`src/rtl/bcd_operand_entry.sv`:
```
// Operand entry front end: synchronizes and debounces a pushbutton, then captures
// digit A, digit B and a carry-in on successive presses and holds them as a validated set.
module bcd_operand_entry #(
  parameter int unsigned DEBOUNCE_CYCLES = 500000
) (
  input  logic       CLOCK_50,
  input  logic       reset,
  input  logic       key_n,
  input  logic [3:0] sw_digit,
  input  logic       sw_cin,
  output logic [3:0] A,
  output logic [3:0] B,
  output logic       cin,
  output logic       valid,
  output logic       load_pulse,
  output logic       err,
  output logic [1:0] state
);

  localparam int unsigned CNT_W = (DEBOUNCE_CYCLES > 1) ? $clog2(DEBOUNCE_CYCLES) : 1;
  localparam logic [CNT_W-1:0] CNT_MAX = CNT_W'(DEBOUNCE_CYCLES - 1);

  typedef enum logic [1:0] {
    ST_A    = 2'b00,
    ST_B    = 2'b01,
    ST_DONE = 2'b10
  } state_e;

  logic [1:0]       sync_q;
  logic             key_s;
  logic             key_db_q;
  logic             key_db_dly_q;
  logic [CNT_W-1:0] cnt_q;
  logic             press;
  logic             digit_ok;

  state_e     state_q;
  logic [3:0] a_q;
  logic [3:0] b_q;
  logic       cin_q;
  logic       valid_q;
  logic       load_pulse_q;
  logic       err_q;

  assign key_s    = sync_q[1];
  assign press    = key_db_dly_q & ~key_db_q;
  assign digit_ok = (sw_digit <= 4'd9);

  // Two-flop synchronizer followed by a saturating stability counter.
  always_ff @(posedge CLOCK_50) begin
    if (reset) begin
      sync_q       <= 2'b11;
      key_db_q     <= 1'b1;
      key_db_dly_q <= 1'b1;
      cnt_q        <= '0;
    end else begin
      sync_q       <= {sync_q[0], key_n};
      key_db_dly_q <= key_db_q;
      if (key_s == key_db_q) begin
        cnt_q <= '0;
      end else if (cnt_q == CNT_MAX) begin
        key_db_q <= key_s;
        cnt_q    <= '0;
      end else begin
        cnt_q <= cnt_q + CNT_W'(1);
      end
    end
  end

  // Capture sequence; only a debounced press advances it.
  always_ff @(posedge CLOCK_50) begin
    if (reset) begin
      state_q      <= ST_A;
      a_q          <= 4'd0;
      b_q          <= 4'd0;
      cin_q        <= 1'b0;
      valid_q      <= 1'b0;
      load_pulse_q <= 1'b0;
      err_q        <= 1'b0;
    end else begin
      load_pulse_q <= 1'b0;
      case (state_q)
        ST_A: begin
          if (press) begin
            if (digit_ok) begin
              a_q     <= sw_digit;
              err_q   <= 1'b0;
              state_q <= ST_B;
            end else begin
              err_q <= 1'b1;
            end
          end
        end
        ST_B: begin
          if (press) begin
            if (digit_ok) begin
              b_q          <= sw_digit;
              cin_q        <= sw_cin;
              err_q        <= 1'b0;
              valid_q      <= 1'b1;
              load_pulse_q <= 1'b1;
              state_q      <= ST_DONE;
            end else begin
              err_q <= 1'b1;
            end
          end
        end
        ST_DONE: begin
          if (press) begin
            a_q     <= 4'd0;
            b_q     <= 4'd0;
            cin_q   <= 1'b0;
            valid_q <= 1'b0;
            err_q   <= 1'b0;
            state_q <= ST_A;
          end
        end
        default: begin
          // Recover from the unused encoding.
          state_q <= ST_A;
          valid_q <= 1'b0;
        end
      endcase
    end
  end

  assign A          = a_q;
  assign B          = b_q;
  assign cin        = cin_q;
  assign valid      = valid_q;
  assign load_pulse = load_pulse_q;
  assign err        = err_q;
  assign state      = state_q;

endmodule

```
`config.mk`:
```
export PLATFORM = sky130hd
export DESIGN_NAME = bcd_operand_entry
export DESIGN_NICKNAME = d
export VERILOG_FILES = /design/src/rtl/bcd_operand_entry.sv
export SDC_FILE = /design/constraint.sdc
export NUM_CORES = 1
export LEC_CHECK = 0
export ABC_AREA = 0
export CORE_MARGIN = 2
export CORE_UTILIZATION = 25
export DETAILED_ROUTE_END_ITERATION = 6
export GPL_TIMING_DRIVEN = 1
export PLACE_DENSITY_LB_ADDON = 0.08
export SYNTH_ARGS = -nofsm -noshare
export SYNTH_HDL_FRONTEND = slang
export SYNTH_SLANG_ARGS = --single-unit
```
`constraint.sdc`:
```
create_clock -name CLOCK_50 -period 2.1 [get_ports CLOCK_50]
set_input_delay 0.315 -clock CLOCK_50 [delete_from_list [all_inputs] [get_ports CLOCK_50]]
set_output_delay 0.315 -clock CLOCK_50 [all_outputs]
set_load 0.005 [all_outputs]
```
# Word-level counts from Yosys, hierarchy flattened
# Index checks and enable logic that the tools add are counted.
[word_totals] reg_bits=37 input_bits=8 output_inout_bits=14 wordCells=64
[op_classes] addsub=1 magnitude_cmp=1 eq_ne=10 n_mux=22 n_bitwise=6 n_reduce_logical=13
[ops] cell="19-bit by 1-bit adder with 19-bit output, second input constant" count=1
[ops] cell="19-bit == test, second input constant" count=1
[ops] cell="4-bit case mux with 2 select lines" count=2
[ops] cell="4-bit 2-to-1 mux" count=3
[ops] cell="4-bit AND reduction" count=3
[ops] cell="2-bit 2-to-1 mux" count=5
[ops] cell="2-bit != test, second input constant" count=5
[ops] cell="1-bit 2-to-1 mux" count=8
[ops] cell="2-bit case mux with 3 select lines" count=1
[ops] cell="2-bit nonzero test" count=3
[ops] cell="3-bit OR reduction" count=2
[ops] cell="1-bit inverter" count=5
[ops] cell="5-bit AND reduction" count=1
[ops] cell="4-bit less-or-equal comparator, second input constant" count=1
[ops] cell="1-bit case mux with 2 select lines" count=2
[ops] cell="1-bit case mux with 3 select lines" count=1
[ops] cell="3-bit AND reduction" count=1
[ops] cell="2-bit by 1-bit == test with 1-bit output, second input constant" count=1
[ops] cell="2-bit == test, second input constant" count=1
[ops] cell="2-bit zero test" count=1
[ops] cell="2-bit by 1-bit != test with 1-bit output, second input constant" count=1
[ops] cell="2-bit AND reduction" count=1
[ops] cell="2-bit OR reduction" count=1
[ops] cell="1-bit AND" count=1
[ops] cell="1-bit == test" count=1

# Depth between registers and ports, before layout
[logic_depth] depth_word=4 mapped_depth=6 depth_no_buf=5

# Worst setup path after synthesis
# Ideal clock, no wire load.
[synth_path] path_kind="register to register" from="register cnt_q[9]" to="register cnt_q[13]" setup_time_ns=0.115 arrival_ns=1.572 required_ns=1.985 setup_slack_ns=0.413 path_stages_with_launch=7 n_path_buf=2 period_less_slack_ns=1.687 cell_sequence="dfxtp_1 clkbuf_2 or4b_1 nor4_2 a31o_2 buf_6 nor2_1"
[synth_via] elab_chain_cells=2 word_cells_on_any_way=3 classes_between="add/sub (1); eq/ne (1); reduce/logical (1)"
[synth_rtl] element="from (decl)" line_no="33" rtl="logic [CNT_W-1:0] cnt_q;"
[synth_rtl] element="from (signal assigned)" line_no="65" rtl="cnt_q <= cnt_q + CNT_W'(1);"
[synth_rtl] element="parallel branches: the longest is 2 deep, another holds 19-bit by 1-bit adder with 19-bit output"
# Parallel ways; which one is timed is not known.
# A chain may end at the register's enable or synchronous reset.

# Final worst setup path
[layout_path] from="register state_q[0], in the netlist state[0]" to="output port state[0]"
[layout_lines] element="from (decl)" line_no="37" rtl="state_e state_q;"
[layout_lines] element="from (signal assigned)" line_no="73" rtl="state_q <= ST_A;"
[layout_lines] element="from (signal assigned)" line_no="88" rtl="state_q <= ST_B;"
[layout_lines] element="from (signal assigned)" line_no="102" rtl="state_q <= ST_DONE;"
[layout_lines] element="to (decl)" line_no="17" rtl="output logic [1:0] state"
# No word-level cell between the ends.

==> qor.json <==
{
  "layout": {
    "final_nets": 209,
    "regArea_um2": 741,
    "antenna_cells_inserted": 0,
    "fillers": 676,
    "postLayoutCoreUtil_pct": 32.1,
    "syn2layout_area_growth_pct": 25.3,
    "layout-drive-gt1-share_pct": 10.4,
    "multiInputGateArea_um2": 836
  },
  "sta": {
    "tns_ps": 0,
    "final.setup_skew_ps": 7.27,
    "timing_worst_slew_pin_value_ps": 469,
    "timing.slew.headroom_pct": 68.7,
    "postLayoutSetupSlackWorst_ps": 276,
    "layout_min_cycle_time_ps": 1820,
    "timing_max_transition_violations_final": 0,
    "grt_setup_unrepaired": "false",
    "final_min_period_over_clock_period_pct": 86.9,
    "fmaxAchievable_ghz": 0.548,
    "timing.final.hold_violations": 0,
    "final-setup-viol-count": 0
  },
  "synth": {
    "synth_xor_xnor_area_share_pct": 9.20,
    "edff_count_synth": 0,
    "synth_area_per_cell_um2": 9.20,
    "netlist_area_um2": 1620,
    "synthArstFlopShare_pct": 0,
    "synth.mux.area_fraction_pct": 3.09,
    "combinational_family_with_the_most_area_after_synthesis": "simple AND/OR/NAND/NOR gates",
    "synth_fp_nets": 185,
    "synth-warning-count": 0,
    "synth.ff_latch_count": 37,
    "synth_fa_ha_area_share_pct": 0.773,
    "postSynthCellCount": 176,
    "synth_cell_types": 38,
    "synth_compound_gate_area_share_pct": 10.3,
    "synth.yosys.seq_area_share_pct": 45.7,
    "post_synth_and_or_nand_nor_area_fraction_pct": 28.3,
    "dominantRegCellSynth": "dfxtp_1"
  },
  "min_path": {
    "hold_path.class": "reg2reg"
  },
  "place": {
    "dp.final_hpwl_mm": 2.57,
    "detailedPlace.worstSlack_ps": 190,
    "gpl.final_weighted_congestion": 0.791,
    "io_buffers": 21
  },
  "power_and_ir_drop": {
    "power.internal_mw": 1.11,
    "power.switching_fraction_pct": 20.6,
    "power.share.combinational_pct": 2.6,
    "power.clock.fraction_pct": 46.9,
    "pwr-share-seq_pct": 50.5,
    "static_leakage_power_nw": 0.608,
    "power_density_nw_per_um2": 687,
    "ir_drop_worst_case_vdd_mv": 0.280,
    "power.switching_mw": 0.287
  },
  "floorplan": {
    "die-area_um2": 7140,
    "std_cell_rows": 29,
    "design.portCount": 22,
    "design.core.area_um2": 6310,
    "floorplan.initialDensity_pct": 25.6,
    "fp.dieH_um": 84.5,
    "die_w_um": 84.5
  },
  "route": {
    "drtPass1Iterations": 4,
    "number_of_design_rule_violations_left_after_detail_routing": 0,
    "detail_route.iter0.violations": 42,
    "post_detailed_route_wirelength_per_cell_um": 12.8,
    "num_vias": 1327,
    "drt.antenna.violating_nets": 0,
    "vias_per_cell": 4.77,
    "wirelength_routed_mm": 3.56
  },
  "cts": {
    "quantity_of_hold_fixing_buffers_added_after_cts": 0,
    "clockRootBuffer": "clkbuf_8",
    "post_cts_resized": 0,
    "clkSlewWorstSetupHoldPaths_ps": 80,
    "postCtsSetupRepairBufs": 0,
    "insertion_delay_ps": 290,
    "h-tree-depth": 2,
    "tritoncts_clock_tree": "built",
    "numCtsBuffers": 5,
    "cts.sink_count": 37,
    "max-clock-path-buffers": 2
  },
  "run_status": {
    "outcome": "finished, final reports clean"
  },
  "worst_setup_path": {
    "slowest_stage": "dfxtp_1",
    "endpoint_kind": "output port",
    "criticalPathCategory": "reg2out",
    "startpoint_type": "register",
    "worst-endpoint-arrival_ps": 1510,
    "timing.critical_path.slowest_cell_delay_ps": 620,
    "worst-r2r-setup-slack_ps": 280,
    "critical_path_required_ps": 1780,
    "timing.critical_path.buf_inv": 1,
    "cp_cell_sequence": "clkdlybuf4s50_1",
    "path_delay_family": "flip-flops",
    "worst-path-max-fanout": 12
  },
  "grt": {
    "grt_overflow_total": 0,
    "number_of_antenna_violations_at_the_first_check_in_global_routing": 0,
    "grt_max_degree": 18,
    "grt_pass1_wl_mm": 6.09,
    "vias_in_the_first_global_route": 1313,
    "globalRouteTotalUtil_pct": 10.7
  },
  "job": {
    "cap_violations": 0
  }
}
==> area by class of cell <==
type	instances	share of cell area, %
multi-input cells	130	41.2
flip-flops and latches	37	36.5
repair buffers	23	11.1
well taps	77	4.75
clock buffers	6	4.07
clock inverters	2	1.85
inverters	3	0.555
==> path summary, 6_finish.rpt <==
kind                    startpoint                   end  cells after the start
max          state[0]$_SDFFE_PP0P_              state[0]                      1
min           sync_q[0]$_SDFF_PP1_  sync_q[1]$_SDFF_PP1_                      1
max reg2reg    cnt_q[0]$_SDFF_PP0_  cnt_q[12]$_SDFF_PP0_                      5
min reg2reg   sync_q[0]$_SDFF_PP1_  sync_q[1]$_SDFF_PP1_                      1
==> routing by layer <==
metal | track usage (%) | share of wire, %
met1 | 13.4 | 47
met5 | 0 | 0
met2 | 17.0 | 46
met4 | 4.62 | 1.8
met3 | 3.24 | 4.4
==> cell usage in the layout (no fill, tap or decap), types with 4 or more instances in the layout <==
cell	instances
nor4_1	5
xor2_1	7
nor2_1	28
nand2_1	10
nor3_1	4
nand2b_1	4
mux2i_1	5
nand3_1	6
xnor2_1	10
clkdlybuf4s50_1	21
dfxtp_1	37
nand4_1	5
clkbuf_8	6
a21oi_1	9
a22o_1	4
==> power by group through the flow <==
stage | Sequential, mW | Combinational [mW] | Clock, mW
detailed placement | 0.721 | 0.0359 | 0
global route | 0.705 | 0.0393 | 0.712
floorplan | 0.721 | 0.0167 | 0
global placement | 0.721 | 0.0358 | 0
CTS | 0.705 | 0.0360 | 0.680
finish | 0.704 | 0.0357 | 0.654
==> flip-flops by register name, summed over array words and instances, names as in the netlist <==
name and count:
load_pulse 1, sync_q 2, key_db_q 1, cnt_q 19, err 1, key_db_dly_q 1, A 4, B 4
cin 1, valid 1, state 2
==> cells in the mapped netlist (4+ instances only) <==
cell / count / area share, %
a21oi_1: 9 / 2.8
a22o_1: 4 / 2.2
clkbuf_1: 4 / 0.93
dfxtp_1: 37 / 46
mux2i_1: 5 / 3.1
nand2_1: 10 / 2.3
nand2b_1: 4 / 1.5
nand3_1: 6 / 1.9
nand4_1: 5 / 1.9
nor2_1: 28 / 6.5
nor3_1: 4 / 1.2
nor4_1: 5 / 1.9
xnor2_1: 10 / 5.4
xor2_1: 7 / 3.8
==> cell families after synthesis <==
group	after synthesis
buf+inv	9
fa+ha+maj	1
flops	37
mux	5
xor+xnor	17
simple gates	83
compound gates	24
==> through the flow <==
step / area, µm² / std cells / hold slack, ps / power, mW
after detailed placement: 1910 / 270 / 402 / 0.757
after global routing: 2030 / 278 / 443 / 1.46
final: 2030 / 278 / 418 / 1.39
after floorplan: 1620 / 176 / 389 / 0.738
after global placement: 1910 / 270 / 397 / 0.757
after CTS: 2030 / 278 / 422 / 1.42
(Power assumes the default switching activity.)
